$ cat src/rtl/mult_div_pkg.sv
// Shared definitions for the multiplier/divider pair: state encoding,
// default operand width and the iteration-counter width helper.
package mult_div_pkg;

  localparam int N_DEFAULT = 4;

  localparam logic [1:0] S_IDLE = 2'd0;
  localparam logic [1:0] S_RUN  = 2'd1;
  localparam logic [1:0] S_DONE = 2'd2;

  // Counter must reach 2N-1, one step per quotient bit.
  function automatic int cnt_width(input int n);
    return $clog2(2 * n);
  endfunction

endpackage

$ cat src/rtl/div_restore_step.sv
// One restoring-division step: shift the next dividend bit into the partial
// remainder, trial-subtract the divisor, and restore on borrow.
module div_restore_step #(
  parameter int N = 4
) (
  input  logic [N:0]   r_in,
  input  logic         q_msb,
  input  logic [N-1:0] divisor,
  output logic [N:0]   r_out,
  output logic         q_bit
);

  logic [N+1:0] shifted;
  logic [N+1:0] trial;

  // The partial remainder stays below the divisor, so the top of the shifted
  // value is always zero; the borrow lands in the MSB of the trial difference.
  assign shifted = {r_in, q_msb};
  assign trial   = shifted - {2'b00, divisor};
  assign q_bit   = ~trial[N+1];
  assign r_out   = q_bit ? trial[N:0] : shifted[N:0];

endmodule

$ cat src/rtl/seq_restoring_divider.sv
// Iterative unsigned restoring divider: 2N-bit dividend by N-bit divisor,
// one quotient bit per clock, divide-by-zero reported in a single cycle.
module seq_restoring_divider
  import mult_div_pkg::*;
#(
  parameter int N = N_DEFAULT
) (
  input  logic           clk,
  input  logic           rst,
  input  logic           start,
  input  logic [2*N-1:0] dividend,
  input  logic [N-1:0]   divisor,
  output logic           busy,
  output logic           done,
  output logic [2*N-1:0] quotient,
  output logic [N-1:0]   remainder,
  output logic           div_by_zero
);

  localparam int CW = cnt_width(N);

  logic [1:0]     state_q,     state_d;
  logic [CW-1:0]  cnt_q,       cnt_d;
  logic [2*N-1:0] q_q,         q_d;
  logic [N:0]     r_q,         r_d;
  logic [N-1:0]   divisor_q,   divisor_d;
  logic [2*N-1:0] quotient_q,  quotient_d;
  logic [N-1:0]   remainder_q, remainder_d;
  logic           dbz_q,       dbz_d;

  logic [N:0]     step_r;
  logic           step_qbit;

  div_restore_step #(.N(N)) u_step (
    .r_in    (r_q),
    .q_msb   (q_q[2*N-1]),
    .divisor (divisor_q),
    .r_out   (step_r),
    .q_bit   (step_qbit)
  );

  // NOTE: sequential state uses non-blocking assignments so every flop
  // samples the pre-edge values computed by the combinational blocks.
  always_ff @(posedge clk) begin
    if (rst) begin
      state_q     <= S_IDLE;
      cnt_q       <= '0;
      q_q         <= '0;
      r_q         <= '0;
      divisor_q   <= '0;
      quotient_q  <= '0;
      remainder_q <= '0;
      dbz_q       <= 1'b0;
    end else begin
      state_q     <= state_d;
      cnt_q       <= cnt_d;
      q_q         <= q_d;
      r_q         <= r_d;
      divisor_q   <= divisor_d;
      quotient_q  <= quotient_d;
      remainder_q <= remainder_d;
      dbz_q       <= dbz_d;
    end
  end

  // NOTE: every always_comb output gets a default first so no path
  // through the case statement can infer a latch.
  always_comb begin
    state_d = state_q;
    unique case (state_q)
      S_IDLE:  if (start) state_d = (divisor == '0) ? S_DONE : S_RUN;
      S_RUN:   if (cnt_q == '0) state_d = S_DONE;
      S_DONE:  state_d = S_IDLE;
      default: state_d = S_IDLE;
    endcase
  end

  always_comb begin
    cnt_d       = cnt_q;
    q_d         = q_q;
    r_d         = r_q;
    divisor_d   = divisor_q;
    quotient_d  = quotient_q;
    remainder_d = remainder_q;
    dbz_d       = dbz_q;
    unique case (state_q)
      S_IDLE: begin
        if (start) begin
          r_d = '0;
          if (divisor == '0) begin
            q_d         = '1;
            quotient_d  = '1;
            remainder_d = '0;
            dbz_d       = 1'b1;
          end else begin
            q_d       = dividend;
            divisor_d = divisor;
            cnt_d     = CW'(2 * N - 1);
          end
        end
      end
      S_RUN: begin
        q_d   = {q_q[2*N-2:0], step_qbit};
        r_d   = step_r;
        cnt_d = cnt_q - 1'b1;
        // Result registers load on the last step so they are valid with done.
        if (cnt_q == '0) begin
          quotient_d  = {q_q[2*N-2:0], step_qbit};
          remainder_d = step_r[N-1:0];
          dbz_d       = 1'b0;
        end
      end
      default: ;
    endcase
  end

  always_comb begin
    busy        = (state_q != S_IDLE);
    done        = (state_q == S_DONE);
    quotient    = quotient_q;
    remainder   = remainder_q;
    div_by_zero = dbz_q;
  end

endmodule
$ cat config.mk
export PLATFORM = sky130hd
export DESIGN_NAME = seq_restoring_divider
export DESIGN_NICKNAME = d
export VERILOG_FILES = /design/src/rtl/mult_div_pkg.sv /design/src/rtl/div_restore_step.sv /design/src/rtl/seq_restoring_divider.sv
export SDC_FILE = /design/constraint.sdc
export NUM_CORES = 1
export LEC_CHECK = 0
export ABC_AREA = 1
export BUFFER_PORTS_ARGS = -buffer_cell sky130_fd_sc_hd__buf_2
export CORE_MARGIN = 10
export CORE_UTILIZATION = 55
export DETAILED_ROUTE_END_ITERATION = 6
export GPL_TIMING_DRIVEN = 1
export PLACE_DENSITY = 0.88
export SYNTH_ARGS = -nofsm -noshare
export SYNTH_HDL_FRONTEND = slang
export SYNTH_HIERARCHICAL = 1
export SYNTH_SLANG_ARGS = --single-unit
$ cat constraint.sdc
create_clock -name clk -period 2.4 [get_ports clk]
set_clock_uncertainty 0.15 [all_clocks]
set_input_delay 0.48 -clock clk [delete_from_list [all_inputs] [get_ports clk]]
set_output_delay 0.48 -clock clk [all_outputs]
set_load 0.01 [all_outputs]
==> key figures, run 1 <==
Critical path
  • Most used cell, CP: nand2_2
  • Startpoint Class: flop
  • Class of the most critical setup path: flop to flop
  • R2r endpoint: quotient[0]
  • Worst-path cell chain: inv_1 > ha_1 > inv_2 > nand2_2 > nand3_4 > nand2_4 > nand2_2 > nand2_1 > or2_2 > nand3_1 > a21oi_1
  • Required @ worst endpoint: 2.48 ns
  • Setup crit end kind: flop
  • Top cell family by delay on the critical path: simple AND/OR/NAND/NOR gates
  • Crit-path max FO: 5
  • CP max stage cell: ha_1
  • Delay of the slowest critical-path stage: 0.35 ns
  • Crit. Startpoint: divisor_q[2]
  • Levels on crit path: 11
  • Capture point of the worst path: quotient[0]
  • WP buf/inv: 2
  • Crit path DAT: 1.96 ns
  • R2r startpoint: divisor_q[2]
  • Slack of the worst reg-to-reg path: 0.52 ns
  • Cells on worst reg2reg path: 11

Floorplanning
  • Die Span Y: 78.6 um
  • Initial Util: 56.5%
  • Rows: 21
  • Die W: between 70 and 80 um
  • Core ar.: 3340 um^2
  • Ports: 30
  • Die area: around 6000 um^2

Routing
  • Drt total wl: 4030 um
  • Via density: 5.24
  • Routed Antenna Nets: 0
  • Drt pass-1 iters: 4
  • Drt drc: 0
  • Drt wl/cell: 12.3 um
  • Starting DRT DRC Count: about 110
  • Via count: 1720

STA
  • Final-report hold violation count: 0
  • Peak Freq: 532 MHz
  • Slew @ Worst Pin: 0.473 ns
  • Setup tns final: 0 ns
  • Max-slew violations: 0
  • Final min period: 1.88 ns
  • # setup viols final: 0
  • Final period utilization: 78.3%
  • RSZ-0062 raised after global routing: no
  • Fin worst setup slack: 0.520 ns
  • Slew HR: 68.3%

Power and ir drop
  • Power per cell area: 728 nW/um^2
  • Max VDD drop: 0.000365 V
  • Leak: 0.967 nW
  • Overall Power: 1.52 mW

Yosys
  • Seq/Total Area, Yosys: 37.1%
  • Number of flops mapped to enable cells by yosys: 0
  • Mapped cell area: 1890 um^2
  • Netlist cell types: 30
  • Post-synthesis net count: 274
  • Async SR Flop Fraction: 0%
  • Most common flop cell mapped by yosys: dfxtp_1
  • Synthesized instance count: 252
  • Synthesis warning total: 6
  • Syn_area_per_cell: 7.49 um^2
  • Synth Register Bits: 35

Global route
  • Initial antenna violation count: 0
  • Largest net degree at the start of global routing: 20
  • Grt total ovfl: 0
  • GR Util All Layers: 13.5%
  • Vias in the first global route: about 1600
  • First-pass GRT wire length: 7060 um

Placement
  • Hpwl dp: 3030 um
  • Placer Congestion: 0.852
  • DP Worst Slack: 0.539 ns
  • Input/output buffers: 29
  • Placed insts: 320

Status
  • Status: finished clean

Clock tree
  • Clock transition at the registers of the reported paths: 0.11 ns
  • H-Tree Level Count: 2
  • Clock Tree Root: clkbuf_4
  • Post_cts resized: 0
  • Sink Count: 35
  • CTS tree: built
  • Skew-Pair Late Insertion Delay: between 0.3 and 0.4 ns
  • Post-CTS setup buffers: 0
  • Num CTS Buffers: 5
  • CTS Hold Bufs: 0
  • Max Root-Sink Buffers: 2

Finish
  • Final non-filler cell total: between 300 and 400
  • Nets@finish: 303
  • Layout cell share with drive strength beyond 1: between 20% and 30%
  • Fillers: around 310
  • Diodes inserted: 0
  • Area Growth Syn to Fin: 10.6%

Worst hold path
  • Min-delay worst type: primary input to flop

Flow run
  • Max-cap violation count: 0
==> worst min-delay path: stages <==
cell,delay (ns)
buf_2,0.11
nand4_1,0.07
a21oi_1,0.06
==> cell usage in the layout (no fill, tap or decap), drive strengths merged <==
cell type,netlist,layout
clkinvlp,0,1
clkinv,0,1
dfxtp,35,35
o21ai,12,12
nand4,4,4
fa,1,1
inv,19,19
nand3,29,29
clkbuf,2,6
nand2,69,69
ha,6,6
buf,7,31
xor2,1,1
a21oi,36,36
nor2,23,23
or2,7,7
nand3b,1,1
==> state kept, by name, summed over array words and instances (netlist names) <==
| name | count |
|---|---|
| remainder | 4 |
| cnt_q | 3 |
| r_q | 5 |
| divisor_q | 4 |
| quotient | 8 |
| q_q | 8 |
| state_q | 2 |
| div_by_zero | 1 |
==> routing by layer <==
| layer | track usage (%) | vias up | part of all wire (%) |
|---|---|---|---|
| met5 | 0 | - | 0 |
| li1 | - | 887 | - |
| met2 | 23.9 | 28 | 49 |
| met1 | 14.9 | 801 | 44 |
| met3 | 5.47 | 4 | 6.0 |
| met4 | 2.69 | 0 | 0.82 |
==> cell families after synthesis <==
| logic type | share of synthesized area [%] |
|---|---|
| AO/OA/AOI/OAI | 13.7 |
| XOR/XNOR | 0.464 |
| adder cells (fa/ha/maj) | 5.04 |
| buffers and inverters | 7.56 |
| flip-flops | 37.1 |
| AND/OR/NAND/NOR | 36.1 |
==> per-stage QoR <==
| stage | instance area (um^2) | utilization, % | hold WS, ns |
|---|---|---|---|
| finish | 2090 | 62.5 | 0.275 |
| global placement | 2030 | 60.9 | 0.297 |
| global route | 2090 | 62.5 | 0.272 |
| floorplan | 1890 | - | 0.284 |
| detailed placement | 2030 | 60.9 | 0.303 |
| CTS | 2090 | 62.5 | 0.267 |
==> cells in the mapped netlist, types with 2 or more instances <==
library cell  number  area, um^2
a21oi_1           34         170
a21oi_2            2        17.5
buf_2              2        10.0
buf_6              2        22.5
clkbuf_1           2        7.51
dfxtp_1           35         701
ha_1               6        75.1
inv_1             15        56.3
inv_2              4        15.0
nand2_1           62         233
nand2_2            5        31.3
nand2_4            2        22.5
nand3_1           21         105
nand3_2            7        70.1
nand4_1            4        25.0
nor2_1            19        71.3
nor2_4             3        33.8
o21ai_0           10        50.1
or2_1              6        37.5
==> report_power, final <==
group / internal [mW] / leakage, nW / switching (mW)
logic: 0.190 / 0.651 / 0.325
clock network: 0.113 / 0.0282 / 0.200
registers: 0.652 / 0.288 / 0.0403
==> worst min path at each step <==
| stage | from | endpoint | slack (ns) | depth (start not counted) |
|---|---|---|---|---|
| 6_report | divisor[3] | divisor_q[3] | 0.28 | 3 |
| 4_1_cts | divisor[3] | divisor_q[3] | 0.27 | 3 |
| 5_1_grt | divisor[0] | divisor_q[0] | 0.27 | 3 |
| 2_1_floorplan | cnt_q[1] | cnt_q[1] | 0.28 | 2 |
| 3_3_place_gp | cnt_q[1] | cnt_q[1] | 0.30 | 2 |
| 3_5_place_dp | quotient[3] | quotient[3] | 0.30 | 2 |
==> final cells by class <==
type                    instances  area (um^2)  share of cell area (%)
multi-input cells             189         1040                    50.0
flip-flops and latches         35          701                    33.6
repair buffers                 31          160                    7.67
inverters                      19         71.3                    3.42
well taps                      46         57.6                    2.76
clock buffers                   6         41.3                    1.98
clock inverters                 2         12.5                   0.600
(Power assumes the default switching activity.)
==> run 2: changes to the inputs <==
==> constraint.sdc (replaced) <==
create_clock -name clk -period 1.73 [get_ports clk]
set_clock_uncertainty 0.15 [all_clocks]
set_input_delay 0.346 -clock clk [delete_from_list [all_inputs] [get_ports clk]]
set_output_delay 0.346 -clock clk [all_outputs]
set_load 0.01 [all_outputs]
==> key figures, run 2 (synthesis gave the netlist of run 1 again) <==
Routing
  • Via count: 1921
  • Drt pass-1 iters: 4
  • Drt total wl: roughly 5400 um
  • Starting DRT DRC Count: 200
  • Drt wl/cell: 15.9 um
  • Via density: 5.62
  • Routed Antenna Nets: 0
  • Drt drc: 0

Critical path
  • Crit-path max FO: 2
  • WP buf/inv: 2
  • Required @ worst endpoint: 1.88 ns
  • Setup crit end kind: flop
  • Crit path DAT: 1.92 ns
  • CP max stage cell: fa_2
  • Class of the most critical setup path: flop to flop
  • Startpoint Class: flop
  • Worst-path cell chain: inv_2 > buf_6 > fa_2 > xor2_2 > nand3_2 > nand2_1 > nand2_1 > nand3_1 > nand2_1 > nor2_1
  • Most used cell, CP: nand2_1
  • Top cell family by delay on the critical path: simple AND/OR/NAND/NOR gates
  • Delay of the slowest critical-path stage: between 0.4 and 0.5 ns

Floorplanning
  • Rows: 21
  • Initial Util: between 50% and 60%
  • Core ar.: 3340 um^2
  • Die Span Y: roughly 79 um
  • Ports: 30
  • Die area: around 6200 um^2
  • Die W: 78.6 um

Placement
  • Hpwl dp: 3340 um
  • Placer Congestion: roughly 0.84
  • Input/output buffers: 29

Global route
  • Grt total ovfl: 0
  • GR Util All Layers: 15.7%
  • Largest net degree at the start of global routing: 20
  • Vias in the first global route: 1825
  • Initial antenna violation count: 0
  • First-pass GRT wire length: about 8000 um

STA
  • Max-slew violations: 0
  • Peak Freq: 562 MHz
  • Setup tns final: -0.169 ns
  • Fin worst setup slack: -0.0483 ns
  • # setup viols final: 6
  • Final period utilization: 103%
  • WHS: 0.127 ns
  • Slew HR: 65.8%
  • Final min period: between 1.5 and 2 ns
  • Slew @ Worst Pin: 0.511 ns
  • Final-report hold violation count: 0
  • RSZ-0062 raised after global routing: yes

Clock tree
  • Clock Tree Root: clkbuf_4
  • Clock transition at the registers of the reported paths: 0.11 ns
  • Num CTS Buffers: 5
  • Skew-Pair Late Insertion Delay: 0.36 ns
  • Max Root-Sink Buffers: 2
  • H-Tree Level Count: 2
  • CTS Hold Bufs: 0
  • CTS tree: built
  • Sink Count: 35

Status
  • Status: complete, but fails checks
  • Failing checks: setup timing

Finish
  • Fillers: 226
  • Commonest non-fill, non-tap cell in the layout: nand2_1
  • Diodes inserted: 0
  • Commonest cells after routing, fill and taps aside: nand2_1 (58), a21oi_1 (32), buf_2 (29)
  • Area Growth Syn to Fin: 26.9%
  • Nets@finish: between 300 and 400
  • Layout cell share with drive strength beyond 1: a little under two fifths

Worst hold path
  • Min-delay worst type: primary input to flop

Flow run
  • Max-cap violation count: 0

Power and ir drop
  • Power per cell area: 1050 nW/um^2
  • Leak: between 1 and 1.5 nW
  • Max VDD drop: 0.000491 V
==> run 2: path summary, 6_finish.rpt <==
path	startpoint	endpoint	slack, ns	cells past startpoint
max reg2reg	divisor_q[1]	remainder[2]	-0.05	10
min	divisor[2]	divisor_q[2]	0.13	3
max	divisor_q[1]	remainder[2]	-0.05	10
min reg2reg	div_by_zero	div_by_zero	0.32	2
==> run 2: report_power, final <==
part,switching (mW),internal (mW),total (mW)
Combinational,0.564,0.361,0.925
Clock,0.304,0.304,0.607
Sequential,0.0695,0.907,0.977
==> run 2: worst min-delay path, delay by kind of cell <==
kind,cells,cell delay (ns)
AND/OR/NAND/NOR,1,0.09
AO/OA/AOI/OAI,1,0.06
buffers and inverters,1,0.10
==> run 2: final cells by class <==
class	count	area, um^2	share of cell area, %
tap	46	57.6	2.40
inverter	19	73.8	3.08
multi-input combinational	192	1210	50.5
timing repair buffer	42	259	10.8
clock inverter	3	43.8	1.83
clock buffer	5	37.5	1.57
sequential	35	713	29.8
==> run 2: through the flow <==
| stage | instance area, um^2 | util (%) | instances | power (mW) | setup slack (ns) |
|---|---|---|---|---|---|
| global placement | 2110 | 63.3 | 326 | 1.72 | -0.0214 |
| floorplan | 1910 | - | 252 | 1.56 | 0.00435 |
| global route | 2390 | 71.8 | 342 | 2.64 | -0.163 |
| CTS | 2270 | 68.1 | 335 | 2.39 | -0.0339 |
| finish | 2390 | 71.8 | 342 | 2.51 | -0.0483 |
| detailed placement | 2110 | 63.3 | 326 | 1.75 | -0.0545 |
==> run 2: per-layer routing <==
metal | routed length [um] | global-route usage, % | vias up
met2 | 2660 | 26.6 | 86
li1 | - | - | 917
met1 | 2040 | 16.8 | 888
met4 | 265 | 8.78 | 0
met3 | 460 | 5.24 | 30
met5 | 0 | 0 | -
==> run 2: timing repair <==
| item | in CTS | in global routing |
|---|---|---|
| gates resized for setup | 20 | 17 |
| setup endpoints to repair | 8 | 21 |
| gates cloned | 0 | 3 |
| pin swaps | 8 | 13 |
| setup buffers | 1 | 4 |
